`config.mk`:
```
export PLATFORM = sky130hd
export DESIGN_NAME = thermo_seq_ctrl_flat
export DESIGN_NICKNAME = d
export VERILOG_FILES = /design/src/rtl/thermo_seq_if.sv /design/src/rtl/thermo_seq_ctrl.sv /design/src/flat_wrapper.sv
export SDC_FILE = /design/constraint.sdc
export NUM_CORES = 1
export LEC_CHECK = 0
export ABC_CLOCK_PERIOD_IN_PS = 2300
export CORE_MARGIN = 2
export CORE_UTILIZATION = 48
export CTS_BUF_LIST = sky130_fd_sc_hd__clkbuf_2
export DETAILED_ROUTE_END_ITERATION = 12
export GPL_TIMING_DRIVEN = 0
export MAX_ROUTING_LAYER = met4
export PLACE_DENSITY = 0.87
export SKIP_LAST_GASP = 1
export SLEW_MARGIN = 5
export SYNTH_ARGS = -nofsm -noshare
export SYNTH_HDL_FRONTEND = slang
export SYNTH_SLANG_ARGS = --single-unit
```
`constraint.sdc`:
```
create_clock -name clk -period 2.3 [get_ports clk]
set_clock_uncertainty 0.15 [all_clocks]
set_input_delay 0.46 -clock clk [delete_from_list [all_inputs] [get_ports clk]]
set_output_delay 0.46 -clock clk [all_outputs]
set_load 0.01 [all_outputs]
```
`src/rtl/thermo_seq_if.sv`:
```
// Handshake bundle between the thermometer ramp sequencer and its environment.
// The sequencer is the slave; the stimulus/encoder side is the master.
interface thermo_seq_if #(
    parameter int DWELL_W = 8
) ();
    logic               start;
    logic [1:0]         mode;
    logic [DWELL_W-1:0] dwell;
    logic               stop;
    logic [2:0]         y_in;
    logic [6:0]         a;
    logic [2:0]         level;
    logic               busy;
    logic               step;
    logic               done;
    logic               err;

    modport master (
        output start, mode, dwell, stop, y_in,
        input  a, level, busy, step, done, err
    );

    modport slave (
        input  start, mode, dwell, stop, y_in,
        output a, level, busy, step, done, err
    );
endinterface

```
`src/rtl/thermo_seq_ctrl.sv`:
```
// Ramps a thermometer code up/down through levels 0..7 with a programmable dwell
// and checks the encoder's binary result against the current level.
module thermo_seq_ctrl #(
    parameter int DWELL_W  = 8,
    parameter bit CHECK_EN = 1'b1
) (
    input  logic       clk,
    input  logic       rst_n,
    thermo_seq_if.slave bus
);
    typedef enum logic [1:0] {
        S_IDLE = 2'd0,
        S_UP   = 2'd1,
        S_DOWN = 2'd2
    } state_t;

    state_t             state_reg, state_next;
    logic [2:0]         level_reg, level_next;
    logic [DWELL_W-1:0] cnt_reg, cnt_next;
    logic [DWELL_W-1:0] dwell_reg, dwell_next;
    logic [1:0]         mode_reg, mode_next;
    logic               busy_reg, busy_next;
    logic               step_reg, step_next;
    logic               done_reg, done_next;
    logic               err_reg, err_next;
    logic               mismatch;
    logic [6:0]         a_dec;

    generate
        if (CHECK_EN) begin : g_check
            assign mismatch = (bus.y_in != level_reg);
        end else begin : g_nocheck
            assign mismatch = 1'b0;
        end
    endgenerate

    // Thermometer decode: bit gi is set when the level exceeds gi.
    generate
        for (genvar gi = 0; gi < 7; gi++) begin : g_dec
            assign a_dec[gi] = (level_reg > 3'(gi));
        end
    endgenerate

    always_comb begin
        state_next = state_reg;
        level_next = level_reg;
        cnt_next   = cnt_reg;
        dwell_next = dwell_reg;
        mode_next  = mode_reg;
        busy_next  = busy_reg;
        err_next   = err_reg;
        step_next  = 1'b0;
        done_next  = 1'b0;

        case (state_reg)
            S_IDLE: begin
                if (bus.start) begin
                    // Mode 11 behaves as a single ramp, so fold it at latch time.
                    mode_next  = (bus.mode == 2'b11) ? 2'b00 : bus.mode;
                    dwell_next = bus.dwell;
                    cnt_next   = bus.dwell;
                    level_next = 3'd0;
                    err_next   = 1'b0;
                    busy_next  = 1'b1;
                    state_next = S_UP;
                end
            end
            S_UP, S_DOWN: begin
                if (mismatch) begin
                    err_next = 1'b1;
                end
                if (bus.stop) begin
                    state_next = S_IDLE;
                    level_next = 3'd0;
                    cnt_next   = '0;
                    busy_next  = 1'b0;
                end else if (cnt_reg != '0) begin
                    cnt_next = cnt_reg - DWELL_W'(1);
                end else begin
                    cnt_next = dwell_reg;
                    if (state_reg == S_UP) begin
                        if (level_reg != 3'd7) begin
                            level_next = level_reg + 3'd1;
                            step_next  = 1'b1;
                        end else if (mode_reg == 2'b00) begin
                            state_next = S_IDLE;
                            busy_next  = 1'b0;
                            done_next  = 1'b1;
                        end else begin
                            // Peak level is shown only once per triangle.
                            state_next = S_DOWN;
                            level_next = 3'd6;
                            step_next  = 1'b1;
                        end
                    end else begin
                        if (level_reg != 3'd0) begin
                            level_next = level_reg - 3'd1;
                            step_next  = 1'b1;
                        end else if (mode_reg == 2'b10) begin
                            state_next = S_UP;
                            level_next = 3'd1;
                            step_next  = 1'b1;
                        end else begin
                            state_next = S_IDLE;
                            busy_next  = 1'b0;
                            done_next  = 1'b1;
                        end
                    end
                end
            end
            default: begin
                state_next = S_IDLE;
                level_next = 3'd0;
                busy_next  = 1'b0;
            end
        endcase
    end

    always_ff @(posedge clk or negedge rst_n) begin
        if (!rst_n) begin
            state_reg <= S_IDLE;
            level_reg <= 3'd0;
            cnt_reg   <= '0;
            dwell_reg <= '0;
            mode_reg  <= 2'b00;
            busy_reg  <= 1'b0;
            step_reg  <= 1'b0;
            done_reg  <= 1'b0;
            err_reg   <= 1'b0;
        end else begin
            state_reg <= state_next;
            level_reg <= level_next;
            cnt_reg   <= cnt_next;
            dwell_reg <= dwell_next;
            mode_reg  <= mode_next;
            busy_reg  <= busy_next;
            step_reg  <= step_next;
            done_reg  <= done_next;
            err_reg   <= err_next;
        end
    end

    assign bus.a     = a_dec;
    assign bus.level = level_reg;
    assign bus.busy  = busy_reg;
    assign bus.step  = step_reg;
    assign bus.done  = done_reg;
    assign bus.err   = err_reg;
endmodule

```
`src/flat_wrapper.sv`:
```
// flat-port wrapper written by rule: the top's interface ports become plain ports
module thermo_seq_ctrl_flat 
#(
    parameter int DWELL_W  = 8,
    parameter bit CHECK_EN = 1'b1
)
  (clk, rst_n, bus_start, bus_mode, bus_dwell, bus_stop, bus_y_in, bus_a, bus_level, bus_busy, bus_step, bus_done, bus_err);
  thermo_seq_if #(.DWELL_W(DWELL_W)) bus_i ();
  input  logic clk;
  input  logic rst_n;
  input wire logic [$bits(bus_i.start)-1:0] bus_start;
  input wire logic [$bits(bus_i.mode)-1:0] bus_mode;
  input wire logic [$bits(bus_i.dwell)-1:0] bus_dwell;
  input wire logic [$bits(bus_i.stop)-1:0] bus_stop;
  input wire logic [$bits(bus_i.y_in)-1:0] bus_y_in;
  output wire logic [$bits(bus_i.a)-1:0] bus_a;
  output wire logic [$bits(bus_i.level)-1:0] bus_level;
  output wire logic [$bits(bus_i.busy)-1:0] bus_busy;
  output wire logic [$bits(bus_i.step)-1:0] bus_step;
  output wire logic [$bits(bus_i.done)-1:0] bus_done;
  output wire logic [$bits(bus_i.err)-1:0] bus_err;
  assign bus_i.start = bus_start;
  assign bus_i.mode = bus_mode;
  assign bus_i.dwell = bus_dwell;
  assign bus_i.stop = bus_stop;
  assign bus_i.y_in = bus_y_in;
  assign bus_a = bus_i.a;
  assign bus_level = bus_i.level;
  assign bus_busy = bus_i.busy;
  assign bus_step = bus_i.step;
  assign bus_done = bus_i.done;
  assign bus_err = bus_i.err;
  thermo_seq_ctrl #(.DWELL_W(DWELL_W), .CHECK_EN(CHECK_EN)) u_core (.clk(clk), .rst_n(rst_n), .bus(bus_i));
endmodule
```
---- Word-level counts from Yosys, hierarchy flattened ----
Index checks and enable logic that the tools add are counted.
cells by class
  add/sub/neg operators ................... 3
  order comparisons ....................... 7
  eq/ne operators ......................... 15
  multiplexer cells ....................... 51
  reduce and logical (&&, ||, !) cells .... 12
operators by type and width
  operator             count
  $mux 1               27
  $mux 3               8
  $mux 8               3
  $mux 2               8
  $pmux 8 s2           1
  $gt 3x3->1 const B   3
  $ne 4x3->1 const B   2
  $ne 4x4->1 const B   2
  $reduce_and 4->1     2
  $reduce_bool 8->1    1
  $sub 8x1->8 const B  1
  $eq 2x2->1 const B   3
  $gt 3x1->1 const B   2
  $gt 3x2->1 const B   2
  $ne 3x3->1 const B   2
  $pmux 3 s2           1
  $reduce_and 6->1     1
  $ne 5x2->1 const B   1
  $ne 5x5->1 const B   1
  $logic_not 2->1      2
  $pmux 1 s2           2
  $pmux 2 s2           1
  $reduce_and 2->1     2
  $add 3x1->3 const B  1
  other kinds (9)      9
storage, ports and cells
  bits in registers ....................... 27
  input port bits ......................... 17
  logic and storage cells ................. 97

---- Logic depth before layout (Yosys ltp) ----
  word-level depth ........................ 7
  mapped depth ............................ 9
  depth with buffers taken out ............ 8

---- Worst setup path after synthesis ----
OpenSTA, ideal clock, no wires.
  path kind ............................... register -> register
  start ................................... register u_core.cnt_reg[0]
  end ..................................... register u_core.state_reg[0]
  setup time .............................. 0.128 ns
  arrival ................................. 2.096 ns
  data required time ...................... 2.022 ns
  path slack .............................. -0.074 ns
  cell stages (with the launch flop) ...... 9
  buffers on the path ..................... 1
  period minus slack after synthesis ...... 2.374 ns
  path through ............................ dfrtp_1 inv_1 ha_1 or4b_1 buf_2 or2_4 o21bai_1 a21oi_2 mux2_1
on the way
  cells in the longest elaborated chain, start to end .. 3
RTL lines
  item                               RTL line                source
  from (decl)                        thermo_seq_ctrl.sv:19   logic [DWELL_W-1:0] cnt_reg, cnt_next;
  from (signal assigned)             thermo_seq_ctrl.sv:133  cnt_reg <= cnt_next;
  $reduce_bool 8->1                  thermo_seq_ctrl.sv:77   end else if (cnt_reg != '0) begin
  $ne 3x3->1 (no source line)        --
  $reduce_and 4->1 (no source line)  --
  to (signal assigned)               thermo_seq_ctrl.sv:131  state_reg <= state_next;
  to (decl)                          thermo_seq_ctrl.sv:17   state_t state_reg, state_next;
No other way between the ends.
A chain may end at the register's enable or synchronous reset.

---- Worst setup path after layout ----
Ends and elaborated chain as after synthesis.

==> impl_metrics.env <==
export IMPL_outcome="complete, but fails checks"
export IMPL_violations="setup timing"
export IMPL_yosysMostFrequentCell="dfrtp_1"
export IMPL_grt_max_degree=28
export IMPL_worstSetupStartpointType="register"
export IMPL_crit_start="u_core.cnt_reg[0]"
export IMPL_fin_nets=256
export IMPL_yosysSeqAreaShare_pct=41.00
export IMPL_rows=21
export IMPL_synth_top_family_by_area="compound AO/OA/AOI/OAI gates"
export IMPL_die_w_microns=62.59
export IMPL_ys_types=44
export IMPL_ios=31
export IMPL_clk_latency_ns=0.38
export IMPL_power_leakage_uw=0.001007
export IMPL_synthAdderAreaFrac_pct=7.593
export IMPL_dp_cells=253
export IMPL_final_layout_size_suffix_gt1_share_pct=23.68
export IMPL_cts_buffers_inserted=3
export IMPL_hpwl_microns=2499
export IMPL_hold_start="u_core.mode_reg[0]"
export IMPL_tightest_slew_ns=0.6056
export IMPL_vias=1468
export IMPL_cts_tree="done"
export IMPL_cts_max_level=1
export IMPL_postSynthAreaPerCell_sq_um=9.310
export IMPL_grt_first_pass_wirelength_microns=6009
export IMPL_grtUsageTotal_pct=19.90
export IMPL_synth_edff_count=0
export IMPL_relSlewSlack_pct=59.62
export IMPL_criticalPathCategory="reg2reg"
export IMPL_grt_ovfl_total=0
export IMPL_postRouteAntennaNets=0
export IMPL_drt_iter0_drc=92
export IMPL_powerDensity_nw_per_um2=1297
export IMPL_fin_crit_sh_pct=100.7
export IMPL_synth_warnings=0
export IMPL_whs_ns=0.3809
export IMPL_synth_compound_area_share_pct=19.89
export IMPL_cts_sinks=27
export IMPL_initial_core_util_pct=49.77
export IMPL_clk_path_buf_depth=2
export IMPL_synthSimpleGateAreaFrac_pct=17.54
export IMPL_r2r_cells=7
export IMPL_period_needed_ns=2.316
export IMPL_ys_top_cells_by_count="dfrtp_1, nor2_1, o21ai_0"
export IMPL_cts_root_buffer="clkbuf_2"
export IMPL_synth_fp_nets=204
export IMPL_min_path_type="reg2reg"
export IMPL_hold_end="u_core.mode_reg[0]"
export IMPL_port_buffers=30
export IMPL_worstPathArrival_ns=2.47
export IMPL_grt_pass1_vias=1287
export IMPL_clkTransAtPathRegs_ns=0.26
export IMPL_gp_congestion=0.8186
export IMPL_synth_ff_type="dfrtp_1"
export IMPL_regToRegSetupSlack_ns=-0.02
export IMPL_synth_seq_cells=27
export IMPL_drt_wl_total_microns=3790
export IMPL_ir_drop_v=0.0005886
export IMPL_wl_per_cell_microns=13.83
export IMPL_max_cap_viol_count=0
export IMPL_r2r_end="u_core.state_reg[0]"
export IMPL_critPathRequiredTime_ns=2.45
export IMPL_finalWorstSetupSlack_ns=-0.01633
export IMPL_final_hold_viol_count=0
export IMPL_vias_per_cell=5.358
export IMPL_antenna_found_initial=0
export IMPL_place_ws_ns=-0.2871
export IMPL_drt_first_pass_iters=4
export IMPL_core_sq_um=3311
export IMPL_drc=0
export IMPL_stdcell_count=274
export IMPL_rsz0062_at_grt="yes"
export IMPL_area_growth_pct=34.02
export IMPL_ys_top_cells_by_area="dfrtp_1, ha_1, mux2_2"
export IMPL_async_reset_ff_share_pct=100.0
export IMPL_die_height_microns=62.59
export IMPL_die_area_sq_um=3918
export IMPL_yosysTopAreaCell="dfrtp_1"
export IMPL_cp_max_fo=4
export IMPL_fmax_mhz=431.7
export IMPL_synth_top_area_share_pct=41.00
export IMPL_end_kind="register"
export IMPL_synthCells=177
export IMPL_fillers=278
export IMPL_finalSetupViolCount=1
export IMPL_synthMuxAreaShare_pct=7.669
export IMPL_finalMaxSlewViolations=0
export IMPL_design_power_total_uw=2864
export IMPL_worstReg2RegStart="u_core.cnt_reg[0]"
export IMPL_netlist_area_sq_um=1648
export IMPL_synthXorXnorAreaFrac_pct=2.126
export IMPL_worstHoldPathCells=2
export IMPL_diodes=0
==> layer usage <==
metal  vias to the layer above  routed length, microns  GRT usage, %
met5                         -                       0             -
met4                         0                      59         8.333
met3                         5                     151         1.802
met2                        29                    1814         30.78
met1                       704                    1764         27.04
li1                        730                       -             -
==> final cells by class <==
class | instances | area (sq um) | area share (%)
inverter | 12 | 45.04 | 2.040
multi-input combinational | 134 | 963.4 | 43.63
tap | 46 | 57.56 | 2.606
sequential | 27 | 679.4 | 30.76
clock buffer | 3 | 15.01 | 0.6799
clock inverter | 1 | 5.005 | 0.2266
timing repair buffer | 49 | 427.9 | 19.38
buffer | 2 | 15.01 | 0.6799
==> cells in the final DEF (no fill, tap or decap), types with 3 or more instances in the layout <==
| cell type | n |
|---|---|
| nor2b_1 | 3 |
| inv_1 | 8 |
| inv_2 | 3 |
| dfrtp_1 | 24 |
| mux2_2 | 8 |
| nand3_1 | 5 |
| a221oi_1 | 3 |
| buf_4 | 18 |
| nand2_1 | 12 |
| clkdlybuf4s50_1 | 22 |
| clkbuf_2 | 6 |
| nand2b_1 | 7 |
| xnor2_1 | 4 |
| nor3_1 | 5 |
| dfrtp_2 | 3 |
| a21oi_1 | 11 |
| nor2_1 | 19 |
| o21ai_0 | 13 |
| ha_1 | 7 |
==> worst max path at each step <==
stage                          end
2_1_floorplan  u_core.state_reg[0]
3_3_place_gp       u_core.bus.busy
3_5_place_dp       u_core.bus.busy
4_1_cts                   bus_a[0]
5_1_grt        u_core.state_reg[0]
6_report       u_core.state_reg[0]
==> what timing repair did <==
action / CTS / global route
hold buffers: 0 / 1
pin swaps: 3 / 6
resized for setup: 12 / 17
buffers inserted: 11 / 7
endpoints found under the setup margin: 18 / 15
endpoints found under the hold margin: 0 / 27
==> metrics by stage <==
stage | setup TNS (ns) | util, % | area (sq um)
2_1_floorplan | -0.04625 | - | 1660
3_3_place_gp | -0.4756 | 60.96 | 2018
3_5_place_dp | -0.7311 | 60.96 | 2018
4_1_cts | -0.1482 | 64.06 | 2121
5_1_grt | -0.2004 | 66.70 | 2208
6_report | -0.01633 | 66.70 | 2208
==> cells by family after synthesis <==
group                      Yosys count
AOI/OAI and AO/OA                   49
xor gates and xnor gates             4
and+or+nand+nor                     60
muxes                               11
DFF                                 27
adders and majority gates           10
buffers and inverters               16
==> worst max-delay path, cell delays in order, from the launching register on <==
cell	delay (ns)
dfrtp_1	0.45
inv_1	0.06
ha_2	0.16
or4b_4	0.45
or2_4	0.30
o21bai_4	0.18
a21oi_2	0.17
mux2_4	0.31
==> power breakdown <==
| part | leakage, uW | internal [uW] | switching, uW |
|---|---|---|---|
| Sequential | 0.000328 | 698 | 174 |
| Combinational | 0.000663 | 886 | 919 |
| Clock | 0.0000164 | 39.4 | 147 |
Note: power is estimated with default switching activity, not from simulation.
